`src/rtl/rf_write_arbiter_if.sv`:
```
`default_nettype none
// ============================================================================
// Module     : rf_write_arbiter_if
// Description: Writeback request bundle and register-file write port bundle.
// Revision   : 1.0 - initial release
// ============================================================================
interface rf_write_arbiter_if #(
    parameter int DATA_WIDTH = 32,
    parameter int ADDR_WIDTH = 5,
    parameter int N_REQ      = 3
) ();
    logic [N_REQ-1:0]            req_valid;
    logic [N_REQ*ADDR_WIDTH-1:0] req_reg;
    logic [N_REQ*DATA_WIDTH-1:0] req_data;
    logic [N_REQ-1:0]            req_ready;
    logic                        rf_write_en;
    logic [ADDR_WIDTH-1:0]       rf_write_reg;
    logic [DATA_WIDTH-1:0]       rf_write_data;
    logic [15:0]                 drop_count;

    // Requesters and register file sit on the master side.
    modport master (
        output req_valid, req_reg, req_data,
        input  req_ready, rf_write_en, rf_write_reg, rf_write_data, drop_count
    );

    modport slave (
        input  req_valid, req_reg, req_data,
        output req_ready, rf_write_en, rf_write_reg, rf_write_data, drop_count
    );
endinterface
`default_nettype wire

```
`src/rtl/rf_write_arbiter.sv`:
```
`default_nettype none
// ============================================================================
// Module     : rf_write_arbiter
// Description: Round-robin arbiter for N writeback requesters onto a single
//              register-file write port; writes to R0 are consumed and counted.
// Revision   : 1.0 - initial release
// ============================================================================
module rf_write_arbiter #(
    parameter int DATA_WIDTH = 32,
    parameter int ADDR_WIDTH = 5,
    parameter int N_REQ      = 3
) (
    input  wire logic          clk,
    input  wire logic          reset,
    rf_write_arbiter_if.slave  bus
);
    localparam int c_PTR_W = $clog2(N_REQ);

    logic [c_PTR_W-1:0]    r_ptr;
    logic                  r_wr_en;
    logic [ADDR_WIDTH-1:0] r_wr_reg;
    logic [DATA_WIDTH-1:0] r_wr_data;
    logic [15:0]           r_drop_count;

    logic [c_PTR_W:0]      w_scan;
    logic [c_PTR_W-1:0]    w_gnt_idx;
    logic [c_PTR_W-1:0]    w_ptr_next;
    logic                  w_gnt_any;
    logic                  w_accept;
    logic [N_REQ-1:0]      w_ready;
    logic [ADDR_WIDTH-1:0] w_sel_reg;
    logic [DATA_WIDTH-1:0] w_sel_data;

    // Scan starting at the pointer, wrapping modulo N_REQ; first valid wins.
    always_comb begin
        w_gnt_any = 1'b0;
        w_gnt_idx = '0;
        w_scan    = '0;
        for (int k = 0; k < N_REQ; k++) begin
            w_scan = {1'b0, r_ptr} + (c_PTR_W+1)'(k);
            if (w_scan >= (c_PTR_W+1)'(N_REQ)) begin
                w_scan = w_scan - (c_PTR_W+1)'(N_REQ);
            end
            if (!w_gnt_any && bus.req_valid[w_scan[c_PTR_W-1:0]]) begin
                w_gnt_any = 1'b1;
                w_gnt_idx = w_scan[c_PTR_W-1:0];
            end
        end
    end

    // No transfer is ever accepted while reset is asserted.
    assign w_accept = w_gnt_any && !reset;

    always_comb begin
        w_ready    = '0;
        w_sel_reg  = '0;
        w_sel_data = '0;
        if (w_accept) begin
            w_ready[w_gnt_idx] = 1'b1;
        end
        for (int i = 0; i < N_REQ; i++) begin
            if (w_gnt_idx == c_PTR_W'(i)) begin
                w_sel_reg  = bus.req_reg[i*ADDR_WIDTH +: ADDR_WIDTH];
                w_sel_data = bus.req_data[i*DATA_WIDTH +: DATA_WIDTH];
            end
        end
    end

    assign w_ptr_next = (w_gnt_idx == c_PTR_W'(N_REQ-1)) ? '0
                                                         : w_gnt_idx + c_PTR_W'(1);

    always_ff @(posedge clk) begin
        if (reset) begin
            r_ptr        <= '0;
            r_wr_en      <= 1'b0;
            r_wr_reg     <= '0;
            r_wr_data    <= '0;
            r_drop_count <= '0;
        end else begin
            r_wr_en <= 1'b0;
            if (w_accept) begin
                r_ptr <= w_ptr_next;
                // R0 is hardwired zero: consume the write, keep the port quiet.
                if (w_sel_reg == '0) begin
                    r_drop_count <= r_drop_count + 16'd1;
                end else begin
                    r_wr_en   <= 1'b1;
                    r_wr_reg  <= w_sel_reg;
                    r_wr_data <= w_sel_data;
                end
            end
        end
    end

    assign bus.req_ready     = w_ready;
    assign bus.rf_write_en   = r_wr_en;
    assign bus.rf_write_reg  = r_wr_reg;
    assign bus.rf_write_data = r_wr_data;
    assign bus.drop_count    = r_drop_count;

endmodule
`default_nettype wire

```
`src/flat_wrapper.sv`:
```
// flat-port wrapper written by rule: the top's interface ports become plain ports
module rf_write_arbiter_flat 
#(
    parameter int DATA_WIDTH = 32,
    parameter int ADDR_WIDTH = 5,
    parameter int N_REQ      = 3
)
  (clk, reset, bus_req_valid, bus_req_reg, bus_req_data, bus_req_ready, bus_rf_write_en, bus_rf_write_reg, bus_rf_write_data, bus_drop_count);
  rf_write_arbiter_if #(.DATA_WIDTH(DATA_WIDTH), .ADDR_WIDTH(ADDR_WIDTH), .N_REQ(N_REQ)) bus_i ();
  input  wire logic clk;
  input  wire logic reset;
  input wire logic [$bits(bus_i.req_valid)-1:0] bus_req_valid;
  input wire logic [$bits(bus_i.req_reg)-1:0] bus_req_reg;
  input wire logic [$bits(bus_i.req_data)-1:0] bus_req_data;
  output wire logic [$bits(bus_i.req_ready)-1:0] bus_req_ready;
  output wire logic [$bits(bus_i.rf_write_en)-1:0] bus_rf_write_en;
  output wire logic [$bits(bus_i.rf_write_reg)-1:0] bus_rf_write_reg;
  output wire logic [$bits(bus_i.rf_write_data)-1:0] bus_rf_write_data;
  output wire logic [$bits(bus_i.drop_count)-1:0] bus_drop_count;
  assign bus_i.req_valid = bus_req_valid;
  assign bus_i.req_reg = bus_req_reg;
  assign bus_i.req_data = bus_req_data;
  assign bus_req_ready = bus_i.req_ready;
  assign bus_rf_write_en = bus_i.rf_write_en;
  assign bus_rf_write_reg = bus_i.rf_write_reg;
  assign bus_rf_write_data = bus_i.rf_write_data;
  assign bus_drop_count = bus_i.drop_count;
  rf_write_arbiter #(.DATA_WIDTH(DATA_WIDTH), .ADDR_WIDTH(ADDR_WIDTH), .N_REQ(N_REQ)) u_core (.clk(clk), .reset(reset), .bus(bus_i));
endmodule
```
`config.mk`:
```
export PLATFORM = sky130hd
export DESIGN_NAME = rf_write_arbiter_flat
export DESIGN_NICKNAME = d
export VERILOG_FILES = /design/src/rtl/rf_write_arbiter_if.sv /design/src/rtl/rf_write_arbiter.sv /design/src/flat_wrapper.sv
export SDC_FILE = /design/constraint.sdc
export NUM_CORES = 1
export LEC_CHECK = 0
export BUFFER_PORTS_ARGS = -buffer_cell sky130_fd_sc_hd__buf_2
export CAP_MARGIN = 20
export CORE_ASPECT_RATIO = 0.7
export CORE_UTILIZATION = 43
export CTS_CLUSTER_DIAMETER = 150
export DETAILED_ROUTE_END_ITERATION = 10
export HOLD_SLACK_MARGIN = 0.12
export PLACE_DENSITY = 0.76
export SLEW_MARGIN = 10
export SYNTH_ARGS = -nofsm -noshare
export SYNTH_HDL_FRONTEND = slang
export SYNTH_SLANG_ARGS = --single-unit
```
`constraint.sdc`:
```
create_clock -name clk -period 6.79 [get_ports clk]
set_input_delay 1.358 -clock clk [delete_from_list [all_inputs] [get_ports clk]]
set_output_delay 1.358 -clock clk [all_outputs]
set_load 0.03 [all_outputs]
```
== Word level (Yosys, flattened, before mapping) ==
Cells that the tools add are included.
Storage, ports and cells
  bits of input ports: 116
  bits in registers: 56
  output and inout port bits: 57
Operators by class
  muxes and demuxes: 26
  add/subtract/negate cells: 7
  reductions and logical operators: 12
  order comparisons: 8
  eq/ne operators: 2
  bitwise operators: 2
Operators with widths (count)
  $mux W32: 3
  $add A16 B1 Y16 const B: 1
  $mux W5: 3
  $mux W2: 7
  $lt A2 B3 Y1 const B: 4
  $mux W1: 8
  $bmux W1 S2: 3
  $ge A3 B2 Y1 const B: 2
  $sub A2 B2 Y2 const B: 3
  $logic_not A5 Y1: 1
  $logic_and A1 B1 Y1: 4
  $reduce_and A2 Y1: 2
  $add A2 B1 Y3 const B: 1
  $add A2 B2 Y3 const B: 1
  $logic_not A1 Y1: 3
  $mux W3: 1
  $add A2 B1 Y2 const B: 1
  $demux W1 S2: 1
  $eq A2 B1 Y1 const B: 1
  $eq A2 B2 Y1 const B: 1
  $ge A2 B1 Y1 const B: 1
  $ge A2 B2 Y1 const B: 1
  $logic_not A2 Y1: 1
  $not A1 Y1: 2
  $reduce_or A2 Y1: 1

== Longest topological paths before layout ==
  depth in word-level cells: 18
  gate-level depth with buffers: 12

== Worst setup path before layout ==
Ideal clock, no wire load.
  path kind: input to output
  start: input bus_req_valid[1]
  end: output bus_req_ready[0]
  data arrival time: 2988 ps
  slack: 2444 ps
  path buffers: 2
  cell stages on the path: 6
  path through: nand2_1 > o221a_2 > a211oi_4 > buf_2 > buf_2 > and3_1
On the way
  cells in the longest elaborated chain, start to end: 14
  elaborated cells on any way between the ends: 23
RTL lines
  start: declaration: line flat_wrapper.sv:12  | input wire logic [$bits(bus_i.req_valid)-1:0] bus_req_valid;
  $bmux W1 S2: line rf_write_arbiter.sv:44  | if (!w_gnt_any && bus.req_valid[w_scan[c_PTR_W-1:0]]) begin
  $mux W1 (implied by the code): line rf_write_arbiter.sv:44
  $mux W1: line rf_write_arbiter.sv:44
  $logic_not A1 Y1: line rf_write_arbiter.sv:44
  $logic_and A1 B1 Y1: line rf_write_arbiter.sv:44
  $mux W1: line rf_write_arbiter.sv:44
  $logic_not A1 Y1: line rf_write_arbiter.sv:44
  $logic_and A1 B1 Y1: line rf_write_arbiter.sv:44
  $mux W2: line rf_write_arbiter.sv:44
  $lt A2 B3 Y1 (implied by the code) / $ge A2 B1 Y1 (equally long branches): line rf_write_arbiter.sv:59  | w_ready[w_gnt_idx] = 1'b1;
  $logic_and A1 B1 Y1 (implied by the code): line rf_write_arbiter.sv:59
  $mux W1 (implied by the code): line rf_write_arbiter.sv:59
  $demux W1 S2
  $mux W3 (*): line rf_write_arbiter.sv:58  | if (w_accept) begin
  end: declaration: line flat_wrapper.sv:15  | output wire logic [$bits(bus_i.req_ready)-1:0] bus_req_ready;
Mark *: on every way between the ends. The rest lies on a longest branch, timed or not. The select of a mux whose other input is x is not followed.

== Final worst setup path ==
Same ends and word-level chain as after synthesis.

==> results.cfg <==
[power]
comb_power_share = 0.606
power_frac_clock = 0.145
p_int_mw = 1.080
p_seq_frac = 0.249
irDropWorstVdd_uv = 276.3
power_density_nw_per_um2 = 440.9
power_mw = 1.996
p_leak_nw = 2.267
swShare = 0.4591
netSwitchingPower_mw = 0.9164

[place]
io_buffers = 172
place.gp.congestion = 0.8524
place_area_um2 = 4335
dp_hpwl_um = 7272
dp_slack_ps = 1911

[critical_path]
rrSetupSlack_ps = 2640
critPathKind = input port to output pin
r2r_cells = 11
crit_chain = buf_2 -> nand2_1 -> o221a_2 -> a211oi_4 -> buf_4 -> and3_1 -> buf_2
required_ps = 5430
path_buf_inv = 3
path_depth = 7
crit_slowest_cell = buf_4
worst_setup_path_end_kind = output pin
critPathTopFamily = buffers and inverters
crit_top_cell = buf_2
critPathMaxStageDelay_ps = 570
path_max_fanout = 33
crit_arrival_ps = 3490
start_kind = input port

[logic_synthesis]
synth-edff-count = 0
postSynthCellCount = 392
synth_top_area_share = 0.3243
netlist_area_um2 = 3457
synth.most_common_cell = dfxtp_1
synthTopCellsByCount = dfxtp_1 (56), a21oi_1 (43), nor2_1 (43)
ys_seq_area_frac = 0.3243
yosysWarnings = 0
synth_flop_cell = dfxtp_1
syn-num-nets = 513
synthArstFlopShare = 0
ys_ff_latch = 56
synth_area_leaders = dfxtp_1 (32%), mux2i_1 (11%), mux2_1 (9.1%)
syn_area_per_cell_um2 = 8.819
yosysTopAreaCell = dfxtp_1
synth_cell_types = 48

[sta]
tightestPinTransition_ps = 946.1
hold_viol = 0
slew_headroom = 0.3693
period_needed_ps = 4852
fmax_mhz = 206.1
clock_skew_ps = 7.839
slew_viol_final = 0
fin_tns_setup_ps = 0
setup_slack_ps = 1938
rsz0062_at_grt = no
hold_ws_ps = 461.7
setup_violations = 0
timing.final.crit_share = 0.7146

[route]
wl_met3_um = 626
drt_iter0_drc = 173
route.met2.wl_um = 4900
ant_nets = 0
wl_per_cell_um = 14.68
wl_met1_um = 3910
num_vias = 3475
drt-pass1-iter-count = 5
vias_per_cell = 5.363
wl_um = 9515
routed.top_layer = met4
drc = 0

[global_route]
grt_max_degree = 65
first_global_vias = 3182
antenna_found_initial = 0
grt_first_pass_wirelength_um = 14970
grt_usage = 0.2262
grt_overflow = 0

[worst_hold_path]
hold_path_depth = 2
hp-class = flip-flop to flip-flop

[clocking]
clkSinkCount = 56
clock_path_buffers = 2
cts-root-buf = clkbuf_16
cts.reportedPaths.clkPinSlew_ps = 70
holdBufCountCts = 0
cts_inserted_buffers = 5
post_cts_resized = 0
cts_tree = built
insertion_delay_ps = 290
htree_levels = 2
post-cts-setup-buffers = 0

[finish]
largest_reg_flops = 32
multi_input_area_um2 = 2178
finalInstanceArea_um2 = 4527
area_growth_pct = 30.94
final_nets = 670
seqCellArea_um2 = 1121
fill_cells = 686
drive_above_1_share = 0.3782
antenna_cells = 0

[floorplanning]
num_rows = 26
io_pins = 173
dieHeight_um = 77.02
core_area_um2 = 7547
initial_core_util = 0.4581
dieArea_um2 = 8408
fp.dieW_um = 109.2

[run]
drv_cap = 0

[status]
status = completed
==> metrics by stage <==
stage	util	std cells
2_1_floorplan	-	392
3_3_place_gp	0.5744	639
3_5_place_dp	0.5744	639
4_1_cts	0.5962	647
5_1_grt	0.5998	648
6_report	0.5998	648
==> cells by family after synthesis <==
group,Yosys count,share of synthesized area
mux,72,0.2211
simple gates,141,0.2128
compound gates,83,0.1748
fa+ha+maj,5,0.01810
flops,56,0.3243
buf+inv,35,0.04886
==> layout by cell type (no fill, tap or decap), types with 3 or more instances in the layout <==
cell type / netlist / final
a21oi_1: 43 / 43
and3_1: 6 / 6
buf_2: 6 / 172
clkbuf_16: 0 / 5
dfxtp_1: 56 / 56
ha_1: 5 / 5
inv_1: 9 / 9
mux2_1: 28 / 28
mux2_2: 7 / 7
mux2i_1: 37 / 37
nand2_1: 16 / 16
nand2b_1: 3 / 3
nand3_1: 8 / 8
nor2_1: 43 / 43
nor2b_1: 38 / 38
nor3_1: 4 / 4
o221a_2: 4 / 4
o311ai_0: 5 / 5
o31ai_1: 5 / 5
o41ai_1: 5 / 5
or2_2: 7 / 7
or4_1: 6 / 6
==> worst register-to-register path, delay by kind of cell (launching register included) <==
| family | cells | cell delay [ps] |
|---|---|---|
| AOI/OAI and AO/OA | 4 | 1610 |
| and+or+nand+nor | 1 | 180 |
| DFF | 1 | 350 |
| adders and majority gates | 1 | 290 |
| muxes | 2 | 690 |
| buffers and inverters | 3 | 920 |
==> metal layers <==
layer	vias up	global-route usage
met3	6	0.04932
met1	1605	0.2777
met5	-	0
met4	0	0.05333
met2	141	0.3981
li1	1723	-
==> area by class of cell <==
type,count,area share
clock buffer,6,0.02847
tap,98,0.02709
timing repair buffer,175,0.1996
multi-input combinational,301,0.4812
sequential,56,0.2477
clock inverter,2,0.007739
inverter,10,0.008292
==> power by group through the flow <==
| stage | sequential, mW | combinational, mW | clock (mW) |
|---|---|---|---|
| floorplan | 0.708 | 0.718 | 0 |
| global placement | 0.497 | 1.16 | 0 |
| detailed placement | 0.502 | 1.20 | 0 |
| CTS | 0.497 | 1.20 | 0.297 |
| global route | 0.512 | 1.32 | 0.313 |
| finish | 0.497 | 1.21 | 0.289 |
==> path summary, 6_finish.rpt <==
kind / start / to
min reg2reg: u_core.bus.rf_write_reg[1] / u_core.bus.rf_write_reg[1]
min: u_core.bus.rf_write_reg[1] / u_core.bus.rf_write_reg[1]
max: bus_req_valid[1] / bus_req_ready[0]
max reg2reg: u_core.r_ptr[0] / u_core.bus.rf_write_data[10]
Note: power is estimated with default switching activity, not from simulation.
